## src/rtl/vga_timing_gen.sv

```systemverilog
// Parametrised raster timing generator: pixel enable, syncs, blanking, coordinates, line/frame strobes.
// Optional frame counter built only when VGA_TIMING_FRAME_CNT_EN is defined.
module vga_timing_gen #(
   parameter int H_DISPLAY = 640,
   parameter int H_FP      = 16,
   parameter int H_SYNC    = 96,
   parameter int H_BP      = 48,
   parameter int V_DISPLAY = 480,
   parameter int V_FP      = 10,
   parameter int V_SYNC    = 2,
   parameter int V_BP      = 33,
   parameter bit HS_POL    = 1'b0,
   parameter bit VS_POL    = 1'b0,
   parameter int CLK_DIV   = 4,
   parameter int COORD_W   = 10
) (
   input  logic               clk,
   input  logic               reset_n,
   input  logic               en,
   output logic               p_tick,
   output logic               hsync,
   output logic               vsync,
   output logic               video_on,
   output logic [COORD_W-1:0] x,
   output logic [COORD_W-1:0] y,
   output logic               line_start,
   output logic               frame_start,
   output logic [15:0]        frame_cnt
);

   localparam int H_TOTAL = H_DISPLAY + H_FP + H_SYNC + H_BP;
   localparam int V_TOTAL = V_DISPLAY + V_FP + V_SYNC + V_BP;
   localparam int DIV_W   = (CLK_DIV > 1) ? $clog2(CLK_DIV) : 1;

   localparam logic [DIV_W-1:0]   DIV_LAST  = DIV_W'(CLK_DIV - 1);
   localparam logic [COORD_W-1:0] X_LAST    = COORD_W'(H_TOTAL - 1);
   localparam logic [COORD_W-1:0] Y_LAST    = COORD_W'(V_TOTAL - 1);
   localparam logic [COORD_W-1:0] H_DISP_C  = COORD_W'(H_DISPLAY);
   localparam logic [COORD_W-1:0] V_DISP_C  = COORD_W'(V_DISPLAY);
   localparam logic [COORD_W-1:0] HS_START  = COORD_W'(H_DISPLAY + H_FP);
   localparam logic [COORD_W-1:0] HS_END    = COORD_W'(H_DISPLAY + H_FP + H_SYNC);
   localparam logic [COORD_W-1:0] VS_START  = COORD_W'(V_DISPLAY + V_FP);
   localparam logic [COORD_W-1:0] VS_END    = COORD_W'(V_DISPLAY + V_FP + V_SYNC);

   logic [DIV_W-1:0]   div_cnt;
   logic [COORD_W-1:0] x_nxt;
   logic [COORD_W-1:0] y_nxt;
   logic               x_wrap;
   logic               y_wrap;
   logic               hsync_nxt;
   logic               vsync_nxt;
   logic               video_on_nxt;

   // Syncs and blanking are decoded from the next counter values so that,
   // once registered, they line up with the x/y registered on the same edge.
   always_comb begin
      // NOTE: every combinational output gets a default first so no path can infer a latch.
      x_nxt  = x;
      y_nxt  = y;
      x_wrap = p_tick && (x == X_LAST);
      y_wrap = x_wrap && (y == Y_LAST);
      if (p_tick) begin
         if (x_wrap) begin
            x_nxt = '0;
            y_nxt = y_wrap ? '0 : y + COORD_W'(1);
         end else begin
            x_nxt = x + COORD_W'(1);
         end
      end
      hsync_nxt    = ((x_nxt >= HS_START) && (x_nxt < HS_END)) ? HS_POL : ~HS_POL;
      vsync_nxt    = ((y_nxt >= VS_START) && (y_nxt < VS_END)) ? VS_POL : ~VS_POL;
      video_on_nxt = (x_nxt < H_DISP_C) && (y_nxt < V_DISP_C);
   end

   // NOTE: sequential state uses non-blocking assignments only, so every register samples pre-edge values.
   always_ff @(posedge clk or negedge reset_n) begin
      if (!reset_n) begin
         div_cnt     <= '0;
         p_tick      <= 1'b0;
         x           <= '0;
         y           <= '0;
         hsync       <= ~HS_POL;
         vsync       <= ~VS_POL;
         video_on    <= 1'b1;
         line_start  <= 1'b0;
         frame_start <= 1'b0;
      end else if (!en) begin
         div_cnt     <= '0;
         p_tick      <= 1'b0;
         x           <= '0;
         y           <= '0;
         hsync       <= ~HS_POL;
         vsync       <= ~VS_POL;
         video_on    <= 1'b1;
         line_start  <= 1'b0;
         frame_start <= 1'b0;
      end else begin
         div_cnt     <= (div_cnt == DIV_LAST) ? '0 : div_cnt + DIV_W'(1);
         p_tick      <= (div_cnt == DIV_LAST);
         x           <= x_nxt;
         y           <= y_nxt;
         hsync       <= hsync_nxt;
         vsync       <= vsync_nxt;
         video_on    <= video_on_nxt;
         line_start  <= x_wrap;
         frame_start <= y_wrap;
      end
   end

`ifdef VGA_TIMING_FRAME_CNT_EN
   // Counts on the same edge that raises frame_start, so it reads as frames completed.
   always_ff @(posedge clk or negedge reset_n) begin
      if (!reset_n) begin
         frame_cnt <= '0;
      end else if (!en) begin
         frame_cnt <= '0;
      end else if (y_wrap) begin
         frame_cnt <= frame_cnt + 16'd1;
      end
   end
`else
   assign frame_cnt = '0;
`endif

endmodule
```

## config.mk

```make
export PLATFORM = sky130hd
export DESIGN_NAME = vga_timing_gen
export DESIGN_NICKNAME = d
export VERILOG_FILES = /design/src/rtl/vga_timing_gen.sv
export SDC_FILE = /design/constraint.sdc
export NUM_CORES = 1
export LEC_CHECK = 0
export ABC_AREA = 1
export BUFFER_PORTS_ARGS = -buffer_cell sky130_fd_sc_hd__buf_2
export CORE_ASPECT_RATIO = 1.75
export CORE_MARGIN = 5
export CORE_UTILIZATION = 45
export DETAILED_ROUTE_END_ITERATION = 16
export GPL_ROUTABILITY_DRIVEN = 0
export GPL_TIMING_DRIVEN = 0
export PLACE_DENSITY = 0.7
export SYNTH_ARGS = -nofsm -noshare
export SYNTH_HDL_FRONTEND = slang
export SYNTH_SLANG_ARGS = --single-unit
```

## constraint.sdc

```tcl
create_clock -name clk -period 2.2 [get_ports clk]
set_input_delay 0.44 -clock clk [delete_from_list [all_inputs] [get_ports clk]]
set_output_delay 0.44 -clock clk [all_outputs]
set_load 0.01 [all_outputs]
```

==> flow_summary_export.csv <==
group,metric,value,unit
clock_tree,clock-sinks,28,
finish,fin_nets,282,
clock_tree,clock_path_buffers,2,
finish,layout-drive-gt1-share,0.2664,
grt,grt_max_degree,29,
worst_setup_path,cp_cell_sequence,"ha_1, inv_1, nor2_1, nand2_1, nand2_1, nand2_1, nand2_1, nand2_2, nor2_2, nand2_1, nor2_1, nand3b_1",
logic_synthesis,yosysWarnings,0,
grt,overflow,0,
timing,setup_violations,0,
route,dr.pass1.iters,4,
die,num_rows,29,
status,status,"completed",
logic_synthesis,synthDistinctLibCells,34,
route,num_vias,1559,
worst_setup_path,r2r-start,"y[0]$_DFF_PN0_",
worst_setup_path,critPathMaxFanout,8,
route,drc,0,
worst_setup_path,arrival,2180,ps
timing,clock_skew,8.962,ps
worst_setup_path,r2r_end,"vsync$_DFF_PN1_",
timing,tightest_slew,644.6,ps
logic_synthesis,ys_seq_area_frac,0.4077,
route,wl_per_cell,12.60,um
clock_tree,cts_max_level,1,
grt,grt.total_usage,0.1710,
timing,hold_viol,0,
placed_design,io_buffers,28,
logic_synthesis,avgSynthCellArea,7.612,um^2
worst_setup_path,crit_required,2410,ps
route,via_per_inst,4.872,
logic_synthesis,syn-instance-count,227,
timing,setup_ws,232.1,ps
clock_tree,cts_setup_buffers,0,
finish,antennaDiodeCount,0,
pwr,total_power,1005,uW
finish,stdcell_count,320,
timing,fmax,0.5082,GHz
finish,area_delta_synth_final,18.83,%
clock_tree,cts_tree,"yes",
worst_setup_path,critical-path-top-delay-family,"simple AND/OR/NAND/NOR gates",
placed_design,dpl_cell_area,1982,um^2
clock_tree,insertion_delay,280,ps
worst_setup_path,cp-end-kind,"flop",
clock_tree,cts_buffers,3,
placed_design,post-dp-hpwl,3170,um
finish,design_area,2053,um^2
timing,maxSlewHeadroom,0.5703,
timing,fin_setup_tns,0,ps
clock_tree,cts_hold_buffers,0,
worst_setup_path,reg2reg_slack,230,ps
die,die-area,5228,um^2
grt,grt_pass1_vias,1634,
worst_setup_path,crit_start,"y[0]$_DFF_PN0_",
die,die_x,56.84,um
grt,grt_first_pass_wirelength,7182,um
worst_setup_path,crit_type,"reg2reg",
worst_setup_path,setup.worst_path.start_class,"flop",
clock_tree,cts_root_buf,"clkbuf_8",
logic_synthesis,ys_ff_latch,28,
placed_design,dp_slack,255.0,ps
timing,rsz0062_at_grt,"false",
pwr,power_density,489.3,nW/um^2
worst_setup_path,crit_cells,12,
route,drt_iter0_markers,46,
placed_design,dp.cells,316,
die,core_area,3665,um^2
worst_setup_path,crit_slowest_cell,"dfrtp_1",
route,ant_nets,0,
timing,min_period,1968,ps
grt,grt_antenna_before_repair,0,
pwr,cellLeakagePower,0.001083,uW
pwr,ir_drop,0.0003247,V
logic_synthesis,netlist_area,1728,um^2
hold_path,min_path_type,"in2async",
flow_run,maxCapViolCount,0,
worst_setup_path,cp_slowest_stage_delay,510,ps
worst_setup_path,rr_worst_depth,12,
worst_setup_path,endpoint,"vsync$_DFF_PN1_",
worst_setup_path,crit_buf_inv,1,
timing,maxSlewViolCount,0,
worst_setup_path,critPathMostFrequentCell,"nand2_1",
die,initial_core_util,0.4715,
die,die_h,91.97,um
route,wl,4031,um
clock_tree,cts_resized,0,
die,ios,45,
clock_tree,clkSlewWorstSetupHoldPaths,100,ps
timing,period_share,0.8945,
## synth_stat cells, drive strengths merged
cell type	number	area [um^2]
a211oi	1	7.510
a21o	1	7.510
a21oi	7	38.79
buf	18	142.6
clkbuf	1	3.750
conb	1	3.750
dfrtp	25	625.6
dfstp	3	78.83
ha	4	50.05
inv	25	93.84
nand2	62	252.7
nand3	16	92.59
nand3b	1	7.510
nand4	6	43.79
nor2	39	168.9
nor3	5	30.03
nor3b	2	15.01
o21ai	6	33.78
o21bai	1	7.510
or2	1	6.260
xnor2	1	8.760
xor2	1	8.760
## placed cells by master, fill, tap and decap left out, types with 2 or more instances in the layout
master,instances
a21oi_1,6
conb_1,16
nor2_2,6
dfstp_2,3
buf_4,16
dfrtp_1,25
inv_1,24
nor2_1,32
nand2_2,5
nand3_1,15
buf_6,2
buf_2,28
ha_1,4
nor3b_1,2
nand4_1,5
nand2_1,56
nor3_1,4
clkbuf_8,3
o21ai_0,4
## sequential cells by signal, indices dropped and copies added, names as in the netlist
signal	cells
p_tick	1
line_start	1
frame_start	1
video_on	1
x	10
y	10
hsync	1
vsync	1
div_cnt	2
## routing by layer
layer | wire length, um | global-route usage
met1 | 1510 | 0.1797
met2 | 2166 | 0.3234
met5 | 0 | 0
met3 | 196 | 0.02388
met4 | 158 | 0.08124
## worst reg2reg max path, delay by kind of cell, from the launching register on
kind,cells,cell delay [ps]
and+or+nand+nor,10,1070
DFF,1,510
buffers and inverters,1,60
adders and majority gates,1,240
## where the power goes
group          internal [uW]  total (uW)  switching, uW  leakage, uW
combinational           26.8        68.9           42.1     0.000669
clock                    244         410            167    0.0000357
sequential               521         525           4.42     0.000378
## worst min path at each step
| stage | from | endpoint | slack (ps) | depth (start not counted) |
|---|---|---|---|---|
| after floorplan | reset_n | div_cnt[0]$_DFF_PN0_ | 140 | 0 |
| after global placement | div_cnt[0]$_DFF_PN0_ | div_cnt[0]$_DFF_PN0_ | 430 | 1 |
| after detailed placement | div_cnt[0]$_DFF_PN0_ | div_cnt[0]$_DFF_PN0_ | 440 | 1 |
| after CTS | reset_n | x[0]$_DFF_PN0_ | 190 | 1 |
| after global routing | reset_n | x[0]$_DFF_PN0_ | 240 | 1 |
| final | reset_n | x[0]$_DFF_PN0_ | 170 | 1 |
## logic make-up (layout without fill, tap and decap cells)
group / count (synthesis) / after routing / synth area share
other: 1 / 16 / 0.002170
XOR/XNOR: 2 / 2 / 0.01014
flip-flops: 28 / 28 / 0.4077
AND/OR/NAND/NOR: 132 / 132 / 0.3570
buffers and inverters: 44 / 76 / 0.1390
adder cells (fa/ha/maj): 4 / 4 / 0.02897
AO/OA/AOI/OAI: 16 / 16 / 0.05504
## through the flow
step           hold slack (ps)    util
2_1_floorplan            144.4       -
3_3_place_gp             432.3  0.5408
3_5_place_dp             435.7  0.5408
4_1_cts                  194.9  0.5603
5_1_grt                  238.7  0.5603
6_report                 171.2  0.5603
## area by class of cell
| type | count | area, um^2 |
|---|---|---|
| multi-input cells | 170 | 839.6 |
| plain buffers | 19 | 146.4 |
| clock buffers | 3 | 41.29 |
| inverters | 25 | 93.84 |
| well taps | 46 | 57.56 |
| repair buffers | 28 | 140.1 |
| fillers | 390 | 1612 |
| flip-flops and latches | 28 | 704.4 |
| clock inverters | 1 | 30.03 |
No activity file was read; power rests on OpenSTA's default activity.
